$ cat src/rtl/set_tag_ctrl_pkg.sv
// Shared types and constants for the 8-way set tag controller.
// Imported by the interface, the way matcher and the controller top.
package set_tag_ctrl_pkg;

  localparam int WAYS  = 8;
  localparam int WAY_W = 3;

  typedef logic [WAY_W-1:0] way_t;

  typedef enum logic [2:0] {
    ST_IDLE      = 3'd0,
    ST_LOOKUP    = 3'd1,
    ST_MISS_REQ  = 3'd2,
    ST_MISS_WAIT = 3'd3,
    ST_FILL      = 3'd4,
    ST_RESP      = 3'd5
  } state_e;

endpackage

$ cat src/rtl/set_tag_ctrl_if.sv
// Bundles the core request/response, flush, memory refill and LRU signals of one set.
// master = environment (core, memory, LRU tracker); slave = the tag controller.
interface set_tag_ctrl_if #(
  parameter int TAG_W = 8
);
  import set_tag_ctrl_pkg::*;

  logic             req_valid;
  logic             req_ready;
  logic [TAG_W-1:0] req_tag;
  logic             resp_valid;
  logic             resp_hit;
  way_t             resp_way;
  logic             flush;
  logic             mem_req_valid;
  logic             mem_req_ready;
  logic [TAG_W-1:0] mem_req_tag;
  logic             mem_fill_valid;
  way_t             lru_way;
  logic             lru_touch;
  way_t             lru_touch_way;

  modport master (
    output req_valid, req_tag, flush, mem_req_ready, mem_fill_valid, lru_way,
    input  req_ready, resp_valid, resp_hit, resp_way,
           mem_req_valid, mem_req_tag, lru_touch, lru_touch_way
  );

  modport slave (
    input  req_valid, req_tag, flush, mem_req_ready, mem_fill_valid, lru_way,
    output req_ready, resp_valid, resp_hit, resp_way,
           mem_req_valid, mem_req_tag, lru_touch, lru_touch_way
  );

endinterface

$ cat src/rtl/set_tag_ctrl_way_match.sv
// Combinational tag compare across all ways plus lowest-index free way search.
// The controller guarantees at most one valid way holds any given tag.
module set_tag_ctrl_way_match
  import set_tag_ctrl_pkg::*;
#(
  parameter int TAG_W = 8
) (
  input  logic [WAYS-1:0][TAG_W-1:0] tags_i,
  input  logic [WAYS-1:0]            valid_i,
  input  logic [TAG_W-1:0]           tag_i,
  output logic                       hit_o,
  output way_t                       hit_way_o,
  output logic                       any_invalid_o,
  output way_t                       first_invalid_way_o
);

  always_comb begin
    hit_o               = 1'b0;
    hit_way_o           = '0;
    any_invalid_o       = ~&valid_i;
    first_invalid_way_o = '0;
    for (int w = 0; w < WAYS; w++) begin
      if (valid_i[w] && (tags_i[w] == tag_i)) begin
        hit_o     = 1'b1;
        hit_way_o = way_t'(w);
      end
    end
    // Scan downwards so the lowest free way is the last (winning) assignment.
    for (int w = WAYS - 1; w >= 0; w--) begin
      if (!valid_i[w]) first_invalid_way_o = way_t'(w);
    end
  end

endmodule

$ cat src/rtl/set_tag_ctrl.sv
// Tag/valid store and miss controller for one 8-way cache set.
// Hits touch the LRU tracker; misses pick a victim, refill from memory, then install.
module set_tag_ctrl
  import set_tag_ctrl_pkg::*;
#(
  parameter int TAG_W = 8
) (
  input  logic          clk,
  input  logic          reset,
  set_tag_ctrl_if.slave bus
);

  state_e                     state_q, state_d;
  logic [WAYS-1:0]            valid_q, valid_d;
  logic [WAYS-1:0][TAG_W-1:0] tags_q, tags_d;
  logic [TAG_W-1:0]           req_tag_q, req_tag_d;
  way_t                       victim_q, victim_d;
  logic                       resp_hit_q, resp_hit_d;
  way_t                       resp_way_q, resp_way_d;
  way_t                       touch_way_q, touch_way_d;

  logic lru_touch;
  way_t touch_way_now;

  logic match_hit;
  way_t match_way;
  logic any_invalid;
  way_t first_invalid;

  set_tag_ctrl_way_match #(
    .TAG_W (TAG_W)
  ) u_way_match (
    .tags_i              (tags_q),
    .valid_i             (valid_q),
    .tag_i               (req_tag_q),
    .hit_o               (match_hit),
    .hit_way_o           (match_way),
    .any_invalid_o       (any_invalid),
    .first_invalid_way_o (first_invalid)
  );

  always_comb begin
    // NOTE: every signal gets a default first so no path leaves it unassigned (no latches).
    state_d       = state_q;
    valid_d       = valid_q;
    tags_d        = tags_q;
    req_tag_d     = req_tag_q;
    victim_d      = victim_q;
    resp_hit_d    = resp_hit_q;
    resp_way_d    = resp_way_q;
    touch_way_d   = touch_way_q;
    lru_touch     = 1'b0;
    touch_way_now = touch_way_q;

    unique case (state_q)
      ST_IDLE: begin
        if (bus.flush) begin
          valid_d = '0;
        end else if (bus.req_valid) begin
          req_tag_d = bus.req_tag;
          state_d   = ST_LOOKUP;
        end
      end
      ST_LOOKUP: begin
        if (match_hit) begin
          lru_touch     = 1'b1;
          touch_way_now = match_way;
          touch_way_d   = match_way;
          resp_hit_d    = 1'b1;
          resp_way_d    = match_way;
          state_d       = ST_RESP;
        end else begin
          // Free ways are always consumed before the LRU victim is evicted.
          victim_d = any_invalid ? first_invalid : bus.lru_way;
          state_d  = ST_MISS_REQ;
        end
      end
      ST_MISS_REQ: begin
        if (bus.mem_req_ready) state_d = ST_MISS_WAIT;
      end
      ST_MISS_WAIT: begin
        if (bus.mem_fill_valid) state_d = ST_FILL;
      end
      ST_FILL: begin
        tags_d[victim_q]  = req_tag_q;
        valid_d[victim_q] = 1'b1;
        lru_touch         = 1'b1;
        touch_way_now     = victim_q;
        touch_way_d       = victim_q;
        resp_hit_d        = 1'b0;
        resp_way_d        = victim_q;
        state_d           = ST_RESP;
      end
      ST_RESP: begin
        state_d = ST_IDLE;
      end
      default: begin
        state_d = ST_IDLE;
      end
    endcase
  end

  always_ff @(posedge clk) begin
    if (reset) begin
      // NOTE: the tag array is reset too, so lookups after reset never see stale X tags.
      state_q     <= ST_IDLE;
      valid_q     <= '0;
      tags_q      <= '0;
      req_tag_q   <= '0;
      victim_q    <= '0;
      resp_hit_q  <= 1'b0;
      resp_way_q  <= '0;
      touch_way_q <= '0;
    end else begin
      // NOTE: non-blocking assignments keep every register updating from pre-edge values.
      state_q     <= state_d;
      valid_q     <= valid_d;
      tags_q      <= tags_d;
      req_tag_q   <= req_tag_d;
      victim_q    <= victim_d;
      resp_hit_q  <= resp_hit_d;
      resp_way_q  <= resp_way_d;
      touch_way_q <= touch_way_d;
    end
  end

  assign bus.req_ready     = (state_q == ST_IDLE) && !bus.flush;
  assign bus.resp_valid    = (state_q == ST_RESP);
  assign bus.resp_hit      = resp_hit_q;
  assign bus.resp_way      = resp_way_q;
  assign bus.mem_req_valid = (state_q == ST_MISS_REQ);
  assign bus.mem_req_tag   = req_tag_q;
  assign bus.lru_touch     = lru_touch;
  assign bus.lru_touch_way = touch_way_now;

endmodule
$ cat src/flat_wrapper.sv
// flat-port wrapper written by rule: the top's interface ports become plain ports
module set_tag_ctrl_flat import set_tag_ctrl_pkg::*;
#(
  parameter int TAG_W = 8
)
  (clk, reset, bus_req_valid, bus_req_tag, bus_flush, bus_mem_req_ready, bus_mem_fill_valid, bus_lru_way, bus_req_ready, bus_resp_valid, bus_resp_hit, bus_resp_way, bus_mem_req_valid, bus_mem_req_tag, bus_lru_touch, bus_lru_touch_way);
  set_tag_ctrl_if #(.TAG_W(TAG_W)) bus_i ();
  input  logic clk;
  input  logic reset;
  input wire logic [$bits(bus_i.req_valid)-1:0] bus_req_valid;
  input wire logic [$bits(bus_i.req_tag)-1:0] bus_req_tag;
  input wire logic [$bits(bus_i.flush)-1:0] bus_flush;
  input wire logic [$bits(bus_i.mem_req_ready)-1:0] bus_mem_req_ready;
  input wire logic [$bits(bus_i.mem_fill_valid)-1:0] bus_mem_fill_valid;
  input wire logic [$bits(bus_i.lru_way)-1:0] bus_lru_way;
  output wire logic [$bits(bus_i.req_ready)-1:0] bus_req_ready;
  output wire logic [$bits(bus_i.resp_valid)-1:0] bus_resp_valid;
  output wire logic [$bits(bus_i.resp_hit)-1:0] bus_resp_hit;
  output wire logic [$bits(bus_i.resp_way)-1:0] bus_resp_way;
  output wire logic [$bits(bus_i.mem_req_valid)-1:0] bus_mem_req_valid;
  output wire logic [$bits(bus_i.mem_req_tag)-1:0] bus_mem_req_tag;
  output wire logic [$bits(bus_i.lru_touch)-1:0] bus_lru_touch;
  output wire logic [$bits(bus_i.lru_touch_way)-1:0] bus_lru_touch_way;
  assign bus_i.req_valid = bus_req_valid;
  assign bus_i.req_tag = bus_req_tag;
  assign bus_i.flush = bus_flush;
  assign bus_i.mem_req_ready = bus_mem_req_ready;
  assign bus_i.mem_fill_valid = bus_mem_fill_valid;
  assign bus_i.lru_way = bus_lru_way;
  assign bus_req_ready = bus_i.req_ready;
  assign bus_resp_valid = bus_i.resp_valid;
  assign bus_resp_hit = bus_i.resp_hit;
  assign bus_resp_way = bus_i.resp_way;
  assign bus_mem_req_valid = bus_i.mem_req_valid;
  assign bus_mem_req_tag = bus_i.mem_req_tag;
  assign bus_lru_touch = bus_i.lru_touch;
  assign bus_lru_touch_way = bus_i.lru_touch_way;
  set_tag_ctrl #(.TAG_W(TAG_W)) u_core (.clk(clk), .reset(reset), .bus(bus_i));
endmodule
$ cat config.mk
export PLATFORM = sky130hd
export DESIGN_NAME = set_tag_ctrl_flat
export DESIGN_NICKNAME = d
export VERILOG_FILES = /design/src/rtl/set_tag_ctrl_pkg.sv /design/src/rtl/set_tag_ctrl_if.sv /design/src/rtl/set_tag_ctrl_way_match.sv /design/src/rtl/set_tag_ctrl.sv /design/src/flat_wrapper.sv
export SDC_FILE = /design/constraint.sdc
export NUM_CORES = 1
export LEC_CHECK = 0
export ABC_AREA = 0
export CORE_MARGIN = 5
export CORE_UTILIZATION = 53
export DETAILED_ROUTE_END_ITERATION = 8
export GPL_TIMING_DRIVEN = 0
export PLACE_DENSITY_LB_ADDON = 0.25
export SLEW_MARGIN = 25
export SYNTH_ARGS = -nofsm -noshare
export SYNTH_HDL_FRONTEND = slang
export SYNTH_HIERARCHICAL = 1
export SYNTH_SLANG_ARGS = --single-unit
$ cat constraint.sdc
create_clock -name clk -period 2.6 [get_ports clk]
set_input_delay 0.52 -clock clk [delete_from_list [all_inputs] [get_ports clk]]
set_output_delay 0.52 -clock clk [all_outputs]
set_load 0.01 [all_outputs]
* Word-level counts from Yosys, hierarchy flattened
Index checks and enable logic that the tools add are counted. Widths: inputs -> output; s select.
Word-level totals: input port bits 17, logic and storage cells 104, bits in registers 93, output and inout port bits 19
Operators by class: magnitude comparators 2, bitwise logic cells 3, muxes and demuxes 45, reductions and logical operators 20, equality and inequality tests 19
Operators with widths (number):
- $mux 3 | 22
- $bwmux 64 | 1
- $eq 8x8->1 | 8
- $demux 8 s3 | 1
- $mux 8 | 2
- $pmux 8 s2 | 1
- $pmux 3 s5 | 1
- $mux 1 | 12
- $pmux 3 s2 | 2
- $logic_and 1x1->1 | 10
- $ne 2x2->1 const B | 5
- $or 8x8->8 | 1
- $reduce_and 8->1 | 1
- $eq 3x2->1 const B | 2
- $eq 3x3->1 const B | 2
- $reduce_and 2->1 | 3
- $lt 3x4->1 const B | 1
- $pmux 1 s2 | 2
- $reduce_and 4->1 | 1
- $reduce_bool 2->1 | 2
- $demux 1 s3 | 1
- $eq 3x1->1 const B | 1
- $ge 3x1->1 const B | 1
- $logic_not 3->1 | 1
- other kinds (4) | 5

* Depth between registers and ports, before layout
Gate-level depths: netlist of the first run.
depth after elaboration 12, mapped depth 11, mapped depth without buffers 9

* Cells and area by module
Netlist of the first run, hierarchy kept.
By module, submodules not included:
- set_tag_ctrl | area an instance 3862.5 um^2, times used 1, cells each 376, sequential area each 1861.8 um^2
- set_tag_ctrl_way_match | area an instance 894.6 um^2, times used 1, cells each 126, sequential area each 0.0 um^2

* Least setup slack after synthesis of the first run
Ideal clock, no wire load.
path kind register -> output, from reg u_core.req_tag_q[7], in the netlist u_core/bus.mem_req_tag[7], to out bus_lru_touch_way[0], stages on the path, launching flop included 12, data required time 2.080 ns, arrival time 2.279 ns, setup slack -0.199 ns, path buffers 2, cell sequence dfxtp_1 -> buf_2 -> xnor2_1 -> nand3_1 -> nor3_1 -> nor2_1 -> and3_2 -> nand3_1 -> or4bb_1 -> clkbuf_1 -> nand3_1 -> nand2_1
On the way: word-level cells in the longest chain between the ends 12, elaborated cells between the ends (all ways) 33, those cells by class 8 x eq/ne; 17 x mux; 8 x reduce/logical
RTL lines:
- from (decl) | RTL line set_tag_ctrl.sv:16 | logic [TAG_W-1:0] req_tag_q, req_tag_d;
- from (signal assigned) | RTL line set_tag_ctrl.sv:119 | req_tag_q <= req_tag_d;
- $eq 8x8->1 | RTL line set_tag_ctrl_way_match.sv:23 | if (valid_i[w] && (tags_i[w] == tag_i)) begin
- $logic_and 1x1->1 | RTL line set_tag_ctrl_way_match.sv:23
- $mux 1 (7 in series) | RTL line set_tag_ctrl_way_match.sv:23
- $mux 1 (*) | RTL line set_tag_ctrl_way_match.sv:23
- named net u_core.match_hit | RTL line set_tag_ctrl.sv:25 | logic match_hit;
- $mux 3 (*) | RTL line set_tag_ctrl.sv:65 | if (match_hit) begin
- $pmux 3 s2 (*) | RTL line set_tag_ctrl.sv:55 | unique case (state_q)
- to (decl) | RTL line flat_wrapper.sv:23 | output wire logic [$bits(bus_i.lru_touch_way)-1:0] bus_lru_touch_way;
Mark *: on every way through the listed nets, which the timed path passes. The rest lies on a longest branch.

* Worst setup path after layout of the first run
Ends and elaborated chain as after synthesis.

==> results of run 1 <==
==> timing repair <==
item,in CTS,in global routing
endpoints found under the hold margin,0,0
setup endpoints to repair,5,4
pin swaps,13,9
hold buffers,0,0
resized for setup,45,11
buffers inserted,12,6
==> worst register-to-register path: stages, from the launching register on <==
cell and delay [ps]:
dfxtp_1 350, buf_6 170, xor2_1 180, nor4_2 480, a31oi_4 160, nand3_4 110
or4bb_4 460, buf_8 160, nand3_4 60, buf_4 100, buf_4 90, a21oi_1 50
==> layout make-up <==
| cell class | count | area, um2 |
|---|---|---|
| fillers | 707 | 2940 |
| multi-input cells | 359 | 2780 |
| flip-flops and latches | 93 | 1880 |
| repair buffers | 52 | 478 |
| plain buffers | 40 | 254 |
| clock buffers | 10 | 138 |
| well taps | 108 | 135 |
| clock inverters | 6 | 92.6 |
| inverters | 7 | 26.3 |
==> routing by layer <==
metal / up-vias / track usage / share of wire / routed length (um)
met1: 1759 / 0.282 / 0.45 / 5410
met4: 0 / 0.0804 / 0.021 / 247
li1: 1824 / - / - / -
met2: 95 / 0.363 / 0.48 / 5730
met3: 18 / 0.0395 / 0.048 / 571
met5: - / 0 / 0 / 0
==> layout by cell type (no fill, tap or decap), drive strengths merged, types with 2 or more instances in the layout <==
cell           count
bufinv             2
clkbuf            21
xor2              25
clkinvlp           2
o21a               3
buf               51
nor4               7
nor2              13
nor3              10
dfxtp             93
nand4              9
a31oi              2
nor2b              8
nor3b              2
a21boi             6
nor4bb             2
nand3             15
a211oi             4
nand4b             8
nor4b              3
or2                2
and2               2
a21oi              9
nand2             21
a22oi              4
xnor2             39
o21ai             29
mux2i             59
clkdlybuf4s50     30
nand2b            67
inv                9
==> flip-flops by register name (all words and copies together), names as in the netlist <==
register                count
u_core/valid_q              8
u_core/state_q              3
u_core/bus.resp_hit         1
u_core/victim_q             3
u_core/touch_way_q          3
u_core/bus.resp_way         3
u_core/tags_q              64
u_core/bus.mem_req_tag      8
==> metrics by stage <==
stage	hold WS (ps)	setup WS [ps]	utilization	TNS, ps	instances
global route	506	-719	0.662	-2770	675
finish	472	-615	0.662	-2370	675
detailed placement	461	-755	0.607	-2960	644
floorplan	438	12.4	-	0	502
CTS	472	-592	0.653	-2300	670
global placement	453	-719	0.607	-2770	644
==> report_power, final <==
group	total (W)	internal [W]	switching, W
clock	0.00111	0.000575	0.000534
combinational	0.000380	0.000184	0.000196
sequential	0.00146	0.00144	0.0000260
==> final timing paths <==
| kind | startpoint | endpoint | slack (ps) | cells past startpoint |
|---|---|---|---|---|
| worst min-delay path | u_core/bus.resp_way[2] | u_core/bus.resp_way[2] | 470 | 2 |
| worst max register to register | u_core/bus.mem_req_tag[7] | u_core/touch_way_q[0] | 90 | 11 |
| worst min register to register | u_core/bus.resp_way[2] | u_core/bus.resp_way[2] | 470 | 2 |
| worst max-delay path | u_core/bus.mem_req_tag[7] | bus_lru_touch_way[0] | -610 | 10 |
==> cells by family after synthesis <==
kind of cell              after synthesis  share of synthesized area
muxes                                  59                      0.124
and+or+nand+nor                       178                      0.242
AOI/OAI and AO/OA                      58                     0.0710
DFF                                    93                      0.391
xor gates and xnor gates               64                      0.118
buffers and inverters                  50                     0.0534
==> flow_summary.json, run 1 <==
{
  "family_of_cells_with_the_greatest_summed_delay_on_the_critical_path": "simple AND/OR/NAND/NOR gates",
  "ir_drop_uv": 334,
  "drt.antenna.violating_nets": 0,
  "synth.top_cells.by_area": "dfxtp_1 39%, mux2i_1 12%, nand2b_1 8.8%",
  "grt_antenna_before_repair": 0,
  "finalInstanceArea_mm2": 0.00578,
  "violations": "setup timing",
  "critical_path_class": "flop to primary output",
  "grt_pass1_wl_um": 19100,
  "dp_hpwl_um": 8100,
  "synth-edff-count": 0,
  "first_pass_iters": 6,
  "vias_per_cell": 5.48,
  "finalWirelength_um": 12000,
  "hold_viol": 0,
  "cts_max_level": 3,
  "async_set_or_reset_flop_fraction_in_the_synthesized_netlist": 0,
  "numCtsBuffers": 9,
  "timing_worst_slew_pin_value_ps": 665,
  "cp_required_ps": 2080,
  "grt_util_all_layers": 0.218,
  "achievable-frequency_mhz": 311,
  "critical_path_peak_fanout": 8,
  "initial_core_util": 0.545,
  "cellLeakagePower_nw": 2.43,
  "grt_overflow_total": 0,
  "report.power.total_w": 0.00295,
  "vias": 3696,
  "worst_slack_ps": -615,
  "ys.flop_type": "dfxtp_1",
  "die-area_mm2": 0.0110,
  "crit_path_cell_trace": "buf_6 -> xor2_1 -> nor4_2 -> a31oi_4 -> nand3_4 -> or4bb_4 -> buf_8 -> nand3_4 -> nand2_2 -> buf_6",
  "yosys.cell_count.top_type": "dfxtp_1",
  "cts.reportedPaths.clkPinSlew_ps": 90,
  "maxSlewHeadroom": 0.557,
  "timing.critical_path.slowest_cell_delay_ps": 480,
  "outcome": "finished with violations",
  "grt_start_max_net_pins": 17,
  "globalplace.congestion": 0.844,
  "die_height_um": 105,
  "grt_pass1_vias": 3697,
  "yosys-top-cells-count": "93 x dfxtp_1, 67 x nand2b_1, 59 x mux2i_1",
  "synth_sequential_area_ratio": 0.391,
  "crit_path_end_kind": "primary output",
  "drcViolationCount": 0,
  "dpl-instance-area_mm2": 0.00529,
  "worst_skew_pair.late_latency_ps": 360,
  "synth_largest_area_cell": "dfxtp_1",
  "power_per_cell_area_mw_per_mm2": 511,
  "final_min_period_over_clock_period": 1.24,
  "synth.yosys.warnings": 6,
  "synthToLayoutAreaGrowth_pct": 21.4,
  "core_footprint_mm2": 0.00872,
  "max_cap_violations": 0,
  "synth.net_count": 519,
  "drive_gt1_frac": 0.171,
  "period_minus_slack_ps": 3210,
  "crit_path_start_kind": "flop",
  "skew_ps": 10.2,
  "drt-wirelength-per-cell_um": 17.7,
  "netlist-cell-type-count": 51,
  "critical_path_buf_inv_count": 3,
  "cells_after_synthesis": 502,
  "drt_first_iter_violations": 177,
  "report.final.slew_viol_count": 0,
  "placementRows": 34,
  "mappedNetlistArea_mm2": 0.00476,
  "slowest_cp_cell": "nor4_2",
  "cts.root.buffer_cell": "clkbuf_8",
  "clockBufferDepth": 2,
  "io_buffers": 34,
  "synthesized_area_per_cell_um2": 9.48,
  "die_x_um": 105,
  "tritoncts": "yes",
  "rsz_0062_raised_after_global_routing": "true",
  "worstPathArrival_ps": 2690,
  "setup-violations-final": 4,
  "clock_sinks": 93,
  "floorplan.io_pins": 36,
  "nets": 579,
  "synth_largest_type_area_fraction": 0.391,
  "antenna_cells": 0,
  "synthesis_stage_register_bit_count": 93,
  "worst_hold_path_type": "flop to flop"
}
No activity file was read; power rests on OpenSTA's default activity.
==> run 2: changes to the inputs <==
- CORE_MARGIN: 5 -> not set
- CTS_CLUSTER_SIZE: not set -> 12
- GPL_TIMING_DRIVEN: 0 -> not set
==> run 2 against run 1 <==
Combinational power about the same. Total power decreased by 5.4%. Largest cell class unchanged. Sequential power hardly changed. Register-to-register slack improved by 100 ps. The flow still finishes with violations (setup timing). Worst hold slack improved by 14 ps. Cell area grew 0.91%. Sequential share of layout area shrank 0.36 points. Final cell count fell by 0.30%. Clock skew is 0.94 ps higher. Critical path type unchanged.
==> flow_summary.json, run 2 (same netlist as run 1, synthesis figures left out) <==
{
  "worst_skew_pair.late_latency_ps": 360,
  "grt_start_max_net_pins": 49,
  "skew_ps": 11.1,
  "initial_core_util": 0.545,
  "final_common_cell": "dfxtp_1",
  "achievable-frequency_mhz": 320,
  "dp_hpwl_um": 8140,
  "grt_overflow_total": 0,
  "power_frac_clock": 0.340,
  "core_footprint_mm2": 0.00872,
  "outcome": "finished with violations",
  "antenna_cells": 0,
  "io_buffers": 35,
  "tritoncts": "yes",
  "die-area_mm2": 0.00936,
  "hold_viol": 0,
  "rsz_0062_raised_after_global_routing": "true",
  "drive_gt1_frac": 0.211,
  "cp_common_cell": "buf_6",
  "cts_max_level": 3,
  "cellLeakagePower_nw": 2.49,
  "power_per_cell_area_mw_per_mm2": 479,
  "power.net_switching_w": 0.000724,
  "power_frac_comb": 0.135,
  "grt_pass1_vias": 3655,
  "die_x_um": 96.7,
  "clockBufferDepth": 2,
  "largest_register_ffs": 64,
  "vias_per_cell": 5.51,
  "cts.hold.buffers_added": 0,
  "critical_path_peak_fanout": 6,
  "max_cap_violations": 0,
  "ff2ff_path_depth": 12,
  "grt_antenna_before_repair": 0,
  "family_of_cells_with_the_greatest_summed_delay_on_the_critical_path": "simple AND/OR/NAND/NOR gates",
  "slowest_cp_cell": "or4bb_4",
  "r2r-start": "u_core/bus.mem_req_tag[3]",
  "period_minus_slack_ps": 3130,
  "report.final.slew_viol_count": 0,
  "worstPathArrival_ps": 2610,
  "timing.critical_path.slowest_cell_delay_ps": 530,
  "synthToLayoutAreaGrowth_pct": 22.5,
  "final_min_period_over_clock_period": 1.20,
  "worst_hold_path_type": "flop to flop",
  "grt_pass1_wl_um": 18700,
  "report.power.total_w": 0.00279,
  "violations": "setup timing",
  "cts.root.buffer_cell": "clkbuf_8",
  "layout_utilization": 0.668,
  "hold_start": "u_core/bus.resp_way[2]",
  "final.hold.worst_slack_ps": 486,
  "numCtsBuffers": 9,
  "sequentialPowerShare": 0.525,
  "crit_path_cell_trace": "buf_6 -> buf_4 -> xnor2_2 -> nand4_1 -> nor3_2 -> nor2_1 -> and3_4 -> nand3_4 -> or4bb_4 -> nand3_2 -> nand2_2 -> buf_6",
  "power_switching_share": 0.259,
  "cts.reportedPaths.clkPinSlew_ps": 90,
  "finalWirelength_um": 11600,
  "drcViolationCount": 0,
  "grt_util_all_layers": 0.252,
  "cell_internal_pwr_w": 0.00207,
  "globalplace.congestion": 0.842,
  "die_height_um": 96.7,
  "rrSetupSlack_ps": 190,
  "placementRows": 34,
  "critical_path_buf_inv_count": 3,
  "hold_depth": 2,
  "clock_sinks": 93,
  "maxSlewHeadroom": 0.514,
  "worst_slack_ps": -527,
  "ir_drop_uv": 303,
  "crit_path_start_kind": "flop",
  "crit-reg2reg-capture": "u_core/bus.resp_way[1]",
  "cp_required_ps": 2080,
  "setup-violations-final": 4,
  "reg_with_most_ffs": "u_core/tags_q",
  "drt.antenna.violating_nets": 0,
  "drt-wirelength-per-cell_um": 17.2,
  "final_cell_mix": "87 x dfxtp_1, 67 x nand2b_1, 59 x mux2i_1",
  "drt_first_iter_violations": 163,
  "crit_path_end_kind": "primary output",
  "placement.setup.worst_slack_ps": -681,
  "nets": 578,
  "critical_path_class": "flop to primary output",
  "first_pass_iters": 4,
  "timing_worst_slew_pin_value_ps": 730,
  "vias": 3710,
  "setup-tns-final_ps": -2000,
  "floorplan.io_pins": 36,
  "worst_hold_path.endpoint": "u_core/bus.resp_way[2]"
}
[run 2: cell count changes in the layout (fill, tap and decap cells not counted), sizes merged]
cell	previous run	this run
clkinv	0	4
inv	9	7
clkbuf	21	9
buf	51	61
clkinvlp	2	1
bufinv	2	1
[run 2: power by group through the flow]
stage                     Combinational (W)  Clock (W)  Sequential, W
after floorplan                    0.000236          0        0.00149
after global placement             0.000357          0        0.00149
after detailed placement           0.000360          0        0.00149
after CTS                          0.000364   0.000971        0.00147
after global routing               0.000403    0.00102        0.00147
final                              0.000377   0.000950        0.00147
[run 2: final cells by class]
| class | instances | area [um2] |
|---|---|---|
| Tap cell | 108 | 135 |
| Multi-Input combinational cell | 359 | 2790 |
| Fill cell | 688 | 2890 |
| Sequential cell | 93 | 1870 |
| Clock inverter | 6 | 65.1 |
| Inverter | 7 | 26.3 |
| Clock buffer | 9 | 124 |
| Timing Repair Buffer | 91 | 820 |
[run 2: repair_timing]
| action | CTS | global route |
|---|---|---|
| buffers inserted | 7 | 1 |
| pin swaps | 11 | 1 |
| gates cloned | 0 | 0 |
| endpoints found under the setup margin | 4 | 4 |
| gates resized for setup | 40 | 11 |
[run 2: stage by stage]
step | area (um2) | cells
floorplan | 4820 | 502
global placement | 5460 | 651
detailed placement | 5460 | 651
CTS | 5760 | 672
global route | 5830 | 673
finish | 5830 | 673
[run 2: worst max-delay path by stage]
stage	start	end	slack [ps]	cells past startpoint
5_1_grt	u_core/bus.mem_req_tag[3]	bus_lru_touch_way[0]	-670	12
3_3_place_gp	u_core/bus.mem_req_tag[3]	bus_lru_touch_way[2]	-640	11
6_report	u_core/bus.mem_req_tag[3]	bus_lru_touch_way[0]	-530	12
3_5_place_dp	u_core/bus.mem_req_tag[3]	bus_lru_touch_way[2]	-680	11
2_1_floorplan	u_core/bus.mem_req_tag[0]	bus_lru_touch_way[1]	10	10
4_1_cts	u_core/bus.mem_req_tag[3]	bus_lru_touch_way[0]	-530	11
[run 2: tightest hold or removal path, stage by stage (launching register included)]
cell and delay (ps):
dfxtp_1 320, nand3_1 60, a21oi_1 60
[run 2: layer usage]
| metal | GRT usage | routed length (um) |
|---|---|---|
| met1 | 0.328 | 5330 |
| met3 | 0.0448 | 415 |
| met2 | 0.425 | 5720 |
| met5 | 0 | 0 |
| met4 | 0.0769 | 87 |
==> run 3: changes to the inputs <==
- GPL_TIMING_DRIVEN: not set -> 0
- RECOVER_POWER: not set -> 25
==> run 3 against run 2 <==
Maximum frequency shrank 3.7%. Worst hold slack lost 17 ps. The flow still finishes with violations (setup timing). Worst setup slack lost 120 ps. Die area is the same. Register-to-register slack lost 40 ps. Largest cell class unchanged. Sequential cell count is the same. Core utilization shrank 0.19 points.
==> flow_summary.json, run 3 (same netlist as run 1, synthesis figures left out) <==
{
  "clock_sinks": 93,
  "cts.hold.buffers_added": 0,
  "power_frac_comb": 0.141,
  "placementRows": 34,
  "grt_pass1_wl_um": 19100,
  "power_frac_clock": 0.333,
  "sequentialPowerShare": 0.526,
  "violations": "setup timing",
  "skew_ps": 6.38,
  "grt_util_all_layers": 0.260,
  "final_min_period_over_clock_period": 1.25,
  "grt_start_max_net_pins": 15,
  "achievable-frequency_mhz": 308,
  "cts.root.buffer_cell": "clkbuf_8",
  "drcViolationCount": 0,
  "crit_path_cell_trace": "buf_12 -> buf_6 -> xnor2_2 -> nand4_1 -> nor3_2 -> nor2_2 -> and3_4 -> nand3_4 -> or4bb_1 -> buf_8 -> nand3_4 -> nand2_2 -> buf_6",
  "globalplace.congestion": 0.831,
  "timing.critical_path.slowest_cell_delay_ps": 430,
  "crit_path_end_kind": "primary output",
  "period_minus_slack_ps": 3250,
  "crit_path_start_kind": "flop",
  "worst_slack_ps": -648,
  "drt_first_iter_violations": 195,
  "largest_register_ffs": 64,
  "cellLeakagePower_nw": 2.47,
  "final_cell_mix": "87 x dfxtp_1, 67 x nand2b_1, 59 x mux2i_1",
  "nets": 584,
  "vias": 3766,
  "worstPathArrival_ps": 2730,
  "grt_pass1_vias": 3715,
  "grt_overflow_total": 0,
  "synthToLayoutAreaGrowth_pct": 22.2,
  "hold_depth": 2,
  "worst_hold_path_type": "flop to flop",
  "floorplan.io_pins": 36,
  "initial_core_util": 0.545,
  "report.final.slew_viol_count": 0,
  "finalWirelength_um": 11900,
  "power.net_switching_w": 0.000719,
  "max_cap_violations": 0,
  "rrSetupSlack_ps": 150,
  "worst_skew_pair.late_latency_ps": 360,
  "family_of_cells_with_the_greatest_summed_delay_on_the_critical_path": "simple AND/OR/NAND/NOR gates",
  "antenna_cells": 0,
  "numCtsBuffers": 9,
  "timing_worst_slew_pin_value_ps": 897,
  "power_switching_share": 0.259,
  "vias_per_cell": 5.54,
  "outcome": "finished with violations",
  "cts.reportedPaths.clkPinSlew_ps": 90,
  "die_x_um": 96.7,
  "final_common_cell": "dfxtp_1",
  "setup-violations-final": 4,
  "critical_path_class": "flop to primary output",
  "hold_viol": 0,
  "report.power.total_w": 0.00277,
  "cts_max_level": 3,
  "drt.antenna.violating_nets": 0,
  "die-area_mm2": 0.00936,
  "reg_with_most_ffs": "u_core/tags_q",
  "dp_hpwl_um": 8080,
  "clockBufferDepth": 2,
  "cell_internal_pwr_w": 0.00205,
  "layout_utilization": 0.667,
  "power_per_cell_area_mw_per_mm2": 477,
  "core_footprint_mm2": 0.00872,
  "critical_path_buf_inv_count": 4,
  "tritoncts": "yes",
  "first_pass_iters": 4,
  "critical_path_peak_fanout": 7,
  "ir_drop_uv": 286,
  "critical_path_depth": 13,
  "die_height_um": 96.7,
  "grt_antenna_before_repair": 0,
  "slowest_cp_cell": "or4bb_1",
  "ff2ff_path_depth": 13,
  "rsz_0062_raised_after_global_routing": "true",
  "drt-wirelength-per-cell_um": 17.5,
  "count_of_fill_cells_added_during_filler_insertion": 657,
  "drive_gt1_frac": 0.178,
  "io_buffers": 34,
  "cp_required_ps": 2080,
  "maxSlewHeadroom": 0.394
}
run 3: changes by cell type in the layout (fill, tap and decap cells not counted), moves of 4 or more:
cell             change
buf_6                +6
buf_2                +7
clkbuf_1            +13
buf_4               -29
dlygate4sd3_1        +4
buf_1                +9
clkdlybuf4s50_1      -4
run 3: layout make-up:
type                       count  area, um2  share of cell area
clock buffer                  13        169              0.0291
inverter                       7       26.3             0.00452
multi-input combinational    359       2790               0.480
timing repair buffer          56        537              0.0923
buffer                        41        262              0.0450
tap                          108        135              0.0232
clock inverter                 3       18.8             0.00323
sequential                    93       1880               0.323
run 3: worst register-to-register path, cell delays in order (launching register included):
cell and delay [ps]:
dfxtp_4 370, buf_12 150, buf_6 130, xnor2_2 130, nand4_1 120, nor3_2 300
nor2_2 90, and3_4 160, nand3_4 70, or4bb_1 430, buf_8 170, nand3_4 60
buf_4 100, a21oi_1 50
run 3: path summary, 6_finish.rpt:
kind	from	end
min	u_core/bus.resp_way[0]	u_core/bus.resp_way[0]
max	u_core/bus.mem_req_tag[3]	bus_lru_touch_way[0]
max reg2reg	u_core/bus.mem_req_tag[3]	u_core/touch_way_q[0]
min reg2reg	u_core/bus.resp_way[0]	u_core/bus.resp_way[0]
run 3: stage by stage:
stage / setup WS, ps / TNS (ps) / area, um2 / hold WS [ps] / std cells
5_1_grt: -741 / -2830 / 5810 / 486 / 680
6_report: -648 / -2490 / 5810 / 469 / 680
4_1_cts: -609 / -2360 / 5710 / 475 / 676
3_5_place_dp: -694 / -2710 / 5290 / 462 / 644
3_3_place_gp: -696 / -2670 / 5290 / 450 / 644
2_1_floorplan: 12.4 / 0 / 4820 / 438 / 502
run 3: layer usage:
layer | track usage | vias to the layer above | wire length (um)
li1 | - | 1837 | -
met1 | 0.332 | 1835 | 5370
met2 | 0.447 | 77 | 5890
met3 | 0.0397 | 17 | 445
met4 | 0.0861 | 0 | 201
met5 | 0 | - | 0
run 3: repair_timing:
action | CTS | global route
resized for setup | 38 | 24
gates cloned | 0 | 0
setup endpoints to repair | 5 | 5
setup buffers | 16 | 6
pin swaps | 11 | 10
hold endpoints to repair | 0 | 0
run 3: power by group through the flow:
stage / combinational [W] / sequential, W / clock [W]
4_1_cts: 0.000385 / 0.00145 / 0.000932
3_3_place_gp: 0.000349 / 0.00149 / 0
2_1_floorplan: 0.000236 / 0.00149 / 0
6_report: 0.000392 / 0.00146 / 0.000922
3_5_place_dp: 0.000354 / 0.00149 / 0
5_1_grt: 0.000417 / 0.00146 / 0.000991
